`src/rtl/lancer_de.sv`:
```
// lancer_de: dice-roll engine - LFSR draw, modulo reduction, BCD conversion, 7-segment display.
// Define LANCER_DE_ANIM_EN to show LFSR-driven flicker digits while a roll is in progress.

module lancer_de #(
    parameter int unsigned ROLL_CYCLES = 50_000_000,
    parameter logic [15:0] LFSR_SEED   = 16'hACE1
) (
    input  logic       clk,
    input  logic       rst,
    input  logic       lancer,
    input  logic [6:0] min_de,
    input  logic [6:0] max_de,
    output logic [6:0] resultat,
    output logic       valide,
    output logic       occupe,
    output logic       erreur,
    output logic [6:0] hex100,
    output logic [6:0] hex10,
    output logic [6:0] hex1
);

    localparam int unsigned     CntW     = (ROLL_CYCLES > 1) ? $clog2(ROLL_CYCLES) : 1;
    localparam logic [CntW-1:0] CntLast  = CntW'(ROLL_CYCLES - 1);
    localparam logic [6:0]      SegBlank = 7'h7F;
    localparam logic [6:0]      SegDash  = 7'b0111111;

    typedef enum logic [2:0] {StIdle, StRoll, StReduce, StConv, StDone} state_e;

    state_e            state_q, state_d;
    logic [15:0]       lfsr_q, lfsr_d;
    logic              lancer_q;
    logic [6:0]        min_q, min_d;
    logic [6:0]        max_q, max_d;
    logic [6:0]        span_q, span_d;
    logic [CntW-1:0]   cnt_q, cnt_d;
    logic [7:0]        sample_q, sample_d;
    logic [2:0]        conv_cnt_q, conv_cnt_d;
    logic [6:0]        value_q, value_d;
    logic [6:0]        bin_q, bin_d;
    logic [11:0]       bcd_q, bcd_d;
    logic [6:0]        resultat_q, resultat_d;
    logic              erreur_q, erreur_d;
    logic              rise;
    logic [11:0]       bcd_adj;

    // Segments {g,f,e,d,c,b,a}, active-low.
    function automatic logic [6:0] seg7(input logic [3:0] d);
        logic [6:0] s;
        case (d)
            4'd0:    s = 7'h40;
            4'd1:    s = 7'h79;
            4'd2:    s = 7'h24;
            4'd3:    s = 7'h30;
            4'd4:    s = 7'h19;
            4'd5:    s = 7'h12;
            4'd6:    s = 7'h02;
            4'd7:    s = 7'h78;
            4'd8:    s = 7'h00;
            4'd9:    s = 7'h10;
            default: s = 7'h7F;
        endcase
        return s;
    endfunction

    function automatic logic [3:0] add3(input logic [3:0] d);
        return (d >= 4'd5) ? d + 4'd3 : d;
    endfunction

`ifdef LANCER_DE_ANIM_EN
    function automatic logic [3:0] mod10(input logic [3:0] d);
        return (d >= 4'd10) ? d - 4'd10 : d;
    endfunction
`endif

    assign rise    = lancer & ~lancer_q;
    assign bcd_adj = {add3(bcd_q[11:8]), add3(bcd_q[7:4]), add3(bcd_q[3:0])};

    always_ff @(posedge clk) begin
        if (rst) begin
            state_q    <= StIdle;
            lfsr_q     <= LFSR_SEED;
            lancer_q   <= 1'b0;
            min_q      <= '0;
            max_q      <= '0;
            span_q     <= '0;
            cnt_q      <= '0;
            sample_q   <= '0;
            conv_cnt_q <= '0;
            value_q    <= '0;
            bin_q      <= '0;
            bcd_q      <= '0;
            resultat_q <= '0;
            erreur_q   <= 1'b0;
        end else begin
            state_q    <= state_d;
            lfsr_q     <= lfsr_d;
            lancer_q   <= lancer;
            min_q      <= min_d;
            max_q      <= max_d;
            span_q     <= span_d;
            cnt_q      <= cnt_d;
            sample_q   <= sample_d;
            conv_cnt_q <= conv_cnt_d;
            value_q    <= value_d;
            bin_q      <= bin_d;
            bcd_q      <= bcd_d;
            resultat_q <= resultat_d;
            erreur_q   <= erreur_d;
        end
    end

    always_comb begin
        state_d    = state_q;
        // Free-running in every state so the press timing feeds the draw.
        lfsr_d     = {lfsr_q[14:0], lfsr_q[15] ^ lfsr_q[13] ^ lfsr_q[12] ^ lfsr_q[10]};
        min_d      = min_q;
        max_d      = max_q;
        span_d     = span_q;
        cnt_d      = cnt_q;
        sample_d   = sample_q;
        conv_cnt_d = conv_cnt_q;
        value_d    = value_q;
        bin_d      = bin_q;
        bcd_d      = bcd_q;
        resultat_d = resultat_q;
        erreur_d   = erreur_q;

        case (state_q)
            StIdle, StDone: begin
                if (rise) begin
                    min_d    = min_de;
                    max_d    = max_de;
                    span_d   = max_de - min_de + 7'd1;
                    erreur_d = 1'b0;
                    cnt_d    = '0;
                    state_d  = StRoll;
                end
            end
            StRoll: begin
                if (cnt_q == CntLast) begin
                    sample_d = lfsr_q[7:0];
                    state_d  = StReduce;
                end else begin
                    cnt_d = cnt_q + CntW'(1);
                end
            end
            StReduce: begin
                if (min_q > max_q) begin
                    value_d    = min_q;
                    bin_d      = min_q;
                    bcd_d      = '0;
                    conv_cnt_d = '0;
                    erreur_d   = 1'b1;
                    state_d    = StConv;
                end else if (sample_q >= {1'b0, span_q}) begin
                    sample_d = sample_q - {1'b0, span_q};
                end else begin
                    // sample < span <= 100 here, so the top bit is zero.
                    value_d    = min_q + sample_q[6:0];
                    bin_d      = min_q + sample_q[6:0];
                    bcd_d      = '0;
                    conv_cnt_d = '0;
                    state_d    = StConv;
                end
            end
            StConv: begin
                // Steps 0..6 shift one bit each; step 7 publishes the result.
                if (conv_cnt_q == 3'd7) begin
                    resultat_d = value_q;
                    state_d    = StDone;
                end else begin
                    bcd_d      = {bcd_adj[10:0], bin_q[6]};
                    bin_d      = {bin_q[5:0], 1'b0};
                    conv_cnt_d = conv_cnt_q + 3'd1;
                end
            end
            default: state_d = StIdle;
        endcase
    end

    assign resultat = resultat_q;
    assign erreur   = erreur_q;
    assign valide   = (state_q == StDone);
    assign occupe   = (state_q == StRoll) || (state_q == StReduce) || (state_q == StConv);

    always_comb begin
        hex100 = SegBlank;
        hex10  = SegBlank;
        hex1   = SegBlank;
        case (state_q)
            StDone: begin
                hex1 = seg7(bcd_q[3:0]);
                if (bcd_q[11:8] != 4'd0) begin
                    hex100 = seg7(bcd_q[11:8]);
                end
                if ((bcd_q[11:8] != 4'd0) || (bcd_q[7:4] != 4'd0)) begin
                    hex10 = seg7(bcd_q[7:4]);
                end
            end
            StRoll, StReduce, StConv: begin
`ifdef LANCER_DE_ANIM_EN
                hex100 = seg7(mod10(lfsr_q[3:0]));
                hex10  = seg7(mod10(lfsr_q[7:4]));
                hex1   = seg7(mod10(lfsr_q[11:8]));
`else
                hex100 = SegDash;
                hex10  = SegDash;
                hex1   = SegDash;
`endif
            end
            default: ;
        endcase
    end

endmodule

```
`config.mk`:
```
export PLATFORM = sky130hd
export DESIGN_NAME = lancer_de
export DESIGN_NICKNAME = d
export VERILOG_FILES = /design/src/rtl/lancer_de.sv
export SDC_FILE = /design/constraint.sdc
export NUM_CORES = 1
export LEC_CHECK = 0
export CORE_ASPECT_RATIO = 1.25
export CORE_MARGIN = 1
export CORE_UTILIZATION = 51
export CTS_CLUSTER_SIZE = 28
export DETAILED_ROUTE_END_ITERATION = 10
export PLACE_DENSITY = 0.76
export RECOVER_POWER = 100
export SLEW_MARGIN = 5
export SYNTH_ARGS = -nofsm -noshare
export SYNTH_HDL_FRONTEND = slang
export SYNTH_SLANG_ARGS = --single-unit
```
`constraint.sdc`:
```
create_clock -name clk -period 5.7 [get_ports clk]
set_clock_uncertainty 0.15 [all_clocks]
set_input_delay 0.57 -clock clk [delete_from_list [all_inputs] [get_ports clk]]
set_output_delay 0.57 -clock clk [all_outputs]
set_load 0.1 [all_outputs]
```
* Yosys cells after proc, flatten, opt, wreduce, memory -nomap -nowiden
Memories as Yosys holds them, arrays and structs flattened. A register that Yosys moved wholly into a read port is not among the register bits.
Index checks and enable logic that the tools add are counted.
** Operators by class
- Add/subtract/negate cells :: 9
- Order comparisons :: 5
- Eq/ne operators :: 16
- Muxes and demuxes :: 42
- Bitwise operators :: 5
- Reductions and logical operators :: 20
** Operator list (number)
- $pmux 7 s2 :: 4
- $mux 26 :: 2
- $pmux 26 s2 :: 1
- $mux 12 :: 3
- $mux 7 :: 5
- $mux 4 :: 8
- $mux 3 :: 9
- $add 26x1->26 const B :: 1
- $eq 26x26->1 const B :: 1
- $mux 8 :: 3
- $pmux 12 s2 :: 1
- $ne 2x2->1 const B :: 9
- $pmux 8 s2 :: 1
- $ge 4x3->1 const B :: 3
- $pmux 3 s4 :: 1
- $reduce_and 3->1 :: 3
- $add 4x2->4 const B :: 2
- $ge 8x7->1 :: 1
- $reduce_and 4->1 :: 2
- $reduce_bool 2->1 :: 4
- $reduce_bool 4->1 :: 2
- $sub 8x7->8 :: 1
- $add 7x1->7 const B :: 1
- $add 7x7->7 :: 1
- other kinds (19) :: 28
** Storage, ports and cells
- Bits in registers :: 112
- ROM bits :: 336
- Input bits :: 17
- Output and inout bits :: 31
- Logic and storage cells :: 114
- Memories :: 3
** Memory list
- (name not given) :: words 16, bits a word 7, read ports 1, clocked after memory_dff 1, wr ports 0, line 49 : case (d)
- (name not given) :: words 16, bits a word 7, read ports 1, clocked after memory_dff 1, wr ports 0, line 49
- (name not given) :: words 16, bits a word 7, read ports 1, clocked after memory_dff 1, wr ports 0, line 49

* Logic depth before layout (Yosys ltp)
- Depth in word-level cells :: 6
- Mapped depth :: 14
- Mapped depth without buffers :: 13

* Worst setup path before layout
No wires, ideal clock.
- Path type :: register to output
- From :: register state_q[0]
- To :: output hex100[6]
- Arrival :: 3158 ps
- Data required time :: 4980 ps
- Path slack :: 1822 ps
- Stages on the path, launching flop included :: 6
- Path buffers :: 2
- Path through :: dfxtp_1 buf_2 clkbuf_1 nor2_1 nor2_1 a21oi_1
** Between the ends
- Cells in the longest elaborated chain, start to end :: 3
- Elaborated cells on any way between the ends :: 6
- Those cells by class :: eq/ne (4); mux (1); reduce/logical (1)
** Ends and longest elaborated chain
- from (decl) :: line 29 : state_e state_q, state_d;
- from (signal assigned) :: line 80 : state_q <= StIdle;
- from (signal assigned) :: line 95 : state_q <= state_d;
- $eq 3x1->1 / $eq 3x2->1 (equally long branches) :: line 190 : case (state_q)
- $reduce_or 3->1 :: line 190
- $pmux 7 s2 * :: line 190
- to (decl) :: line 17 : output logic [6:0] hex100,
Every way passes the cells marked *; elsewhere a longest branch is shown, timed or not.

==> flow_summary.ini <==
[synth]
synthCells = 831
synth-seq-cells = 133
synth_fp_nets = 907
synth_edf_count = 0
synth_cell_types = 69
netlist_area_mm2 = 0.007108
synth-async-reset-ratio_pct = 0
synth_warnings = 0
ys.flop_type = dfxtp_1
ys_seq_area_share_pct = 37.46
synth.avg_cell_area_um2 = 8.554

[critical_path]
cp-startpoint = span_q[5]
cp-start-kind = flop
reg2reg_from = span_q[5]
arrival_ns = 4.62
crit_required_ns = 5.85
r2r_slack_ns = 1.23
worst_r2r_path_depth = 11
end_kind = flop
crit_type = flop to flop
crit_path_max_fanout = 17

[sta]
relSlewSlack_pct = 8.909
rsz0062_at_grt = no
period_share_pct = 78.44
setup_viol = 0
tightest_slew_ns = 1.366
period_needed_ns = 4.471
fmax_mhz = 223.7
setup_tns_ns = 0
slew_viol_final = 0
hold_viol_final = 0

[job]
maxCapViolCount = 0

[routing]
drt_first_pass_iters = 4
vias_per_cell = 5.472
drt_iter0_markers = 233
routed_wl_mm = 14.69
ant_nets = 0
routedWlPerCell_um = 13.98
vias = 5751
drc = 0

[hold_path]
hold_class = flop to flop
whs_path_depth = 1
min_to = lfsr_q[15]
hp-start = lfsr_q[14]

[clock_network]
cts.repair.resized = 0
cts_buffers = 17
cts_buffer_depth = 2
cts_max_level = 4
clk_latency_ns = 0.42
path_clk_slew_ns = 0.06
tritoncts = built
cts.sinks = 133
ctsHoldBuffers = 0
post_cts_buffers = 0
ctsRootBufferMaster = clkbuf_16

[grt]
grtUsageTotal_pct = 21.63
grt_max_degree = 84
antenna_found_initial = 0
overflow = 0
grt_first_pass_wirelength_mm = 25.10
grt_pass1_vias = 5526

[floorplanning]
num_rows = 47
dieArea_mm2 = 0.01442
die_h_um = 134.0
die_x_um = 107.6
design.core.area_mm2 = 0.01341
initial_core_util_pct = 53.01
ioPinCount = 48

[final_layout]
syn2layout_area_growth_pct = 15.61
fin_util_pct = 61.29
fin_nets = 943
final_layout_size_suffix_gt1_share_pct = 6.591
n_antenna_cell = 0

[run_status]
status = finished clean

[placement]
dp_hpwl_mm = 10.24
place_congestion = 0.8558
port_buffers = 47

[power]
irDropWorstVdd_mv = 0.3805
leakagePower_uw = 0.003126
powerDensity_mw_per_mm2 = 378.5
## cells in the mapped netlist, drive strengths merged, types with 3 or more instances
master / n / area [µm²]
xnor2: 24 / 210.2
ha: 56 / 700.7
nor4b: 3 / 41.29
nand2b: 25 / 163.9
o21ai: 18 / 112.6
buf: 9 / 51.30
a31oi: 6 / 37.54
a22oi: 4 / 40.03
nor3b: 3 / 22.52
a211oi: 23 / 192.7
a21oi: 71 / 374.1
o31a: 3 / 26.28
or2: 10 / 62.56
o21bai: 7 / 52.55
mux2: 4 / 45.04
dfxtp: 133 / 2663
and3: 11 / 68.82
nand3: 23 / 115.1
nor3: 10 / 50.05
nand2: 91 / 341.6
nand3b: 3 / 22.52
clkbuf: 25 / 93.84
nand4: 9 / 56.30
a21o: 7 / 52.55
a21boi: 4 / 30.02
nor2b: 14 / 87.58
or3: 11 / 68.82
xor2: 20 / 175.2
o311a: 9 / 90.09
a311oi: 4 / 35.03
nor2: 91 / 341.6
fa: 3 / 60.06
o31ai: 5 / 65.06
mux2i: 10 / 100.1
inv: 52 / 195.2
o21a: 6 / 45.04
## layout by cell type (no fill, tap or decap), drive strengths merged, types with 5 or more instances in the layout
| cell type | netlist | final |
|---|---|---|
| nand2 | 91 | 91 |
| dlygate4sd3 | 0 | 32 |
| and3 | 11 | 11 |
| inv | 52 | 52 |
| a211oi | 23 | 23 |
| o21a | 6 | 6 |
| a31oi | 6 | 6 |
| o21ai | 18 | 18 |
| clkbuf | 25 | 24 |
| dfxtp | 133 | 133 |
| or2 | 10 | 10 |
| nor2 | 91 | 91 |
| xor2 | 20 | 20 |
| nor3 | 10 | 10 |
| mux2i | 10 | 10 |
| o311a | 9 | 9 |
| or3 | 11 | 11 |
| clkdlybuf4s50 | 0 | 14 |
| nand4 | 9 | 9 |
| clkinv | 1 | 6 |
| nor2b | 14 | 14 |
| xnor2 | 24 | 24 |
| a21oi | 71 | 71 |
| nand3 | 23 | 23 |
| nand2b | 25 | 25 |
| o21bai | 7 | 7 |
| a21o | 7 | 7 |
| ha | 56 | 56 |
| o31ai | 5 | 5 |
## area by class of cell
type / count / area (µm²)
Clock inverter: 11 / 148.9
Clock buffer: 21 / 470.5
Timing Repair Buffer: 51 / 486.7
Multi-Input combinational cell: 611 / 4036
Sequential cell: 133 / 2663
Inverter: 53 / 198.9
Fill cell: 1198 / 5190
Tap cell: 171 / 214.0
## metrics by stage
step	instance area (µm²)	power [µW]	setup slack, ns	cells	hold slack, ns
global route	8218	3274	0.9157	1051	0.2845
CTS	8299	3173	1.561	1051	0.2592
global placement	7680	2019	1.866	1019	0.2449
finish	8218	3111	1.229	1051	0.2569
floorplan	7108	1843	1.822	831	0.2395
detailed placement	7680	2032	1.778	1019	0.2435
## worst max-delay path, stage by stage (launching register included)
cell	delay, ns
dfxtp_1	0.33
inv_1	0.06
ha_1	0.34
a21o_1	0.18
a21oi_1	0.24
nor4b_1	0.91
o31ai_4	0.31
o21ai_0	0.85
clkinv_1	0.31
a211oi_1	0.37
o21bai_1	0.13
o311a_1	0.17
## cells by family (layout without fill, tap and decap cells)
family | after synthesis | after routing | share of synthesized area, %
mux | 14 | 14 | 2.042
simple gates | 311 | 311 | 21.14
buf+inv | 87 | 136 | 4.841
fa+ha+maj | 59 | 59 | 10.70
xor+xnor | 44 | 44 | 5.422
compound gates | 183 | 183 | 18.39
flops | 133 | 133 | 37.46
## layer usage
| metal | up-vias | GRT usage [%] | wire length (µm) |
|---|---|---|---|
| met5 | - | 0 | 0 |
| met1 | 2692 | 26.06 | 6627 |
| li1 | 2942 | - | - |
| met4 | 0 | 8.904 | 261 |
| met2 | 96 | 37.57 | 7409 |
| met3 | 21 | 3.887 | 394 |
## where the power goes
group          total, µW  leakage, µW  switching, µW  internal [µW]
clock network       1140     0.000296            414            724
registers           1060      0.00108           61.9            996
logic                915      0.00175            603            312
## worst max path at each step
| stage | to | slack (ns) | cells past startpoint |
|---|---|---|---|
| after global routing | flop | 0.92 | 11 |
| final | flop | 1.23 | 11 |
| after detailed placement | flop | 1.78 | 12 |
| after floorplan | hex100[6] | 1.82 | 5 |
| after global placement | flop | 1.87 | 12 |
| after CTS | hex10[6] | 1.56 | 6 |
Power figures use the tool's default switching activity.
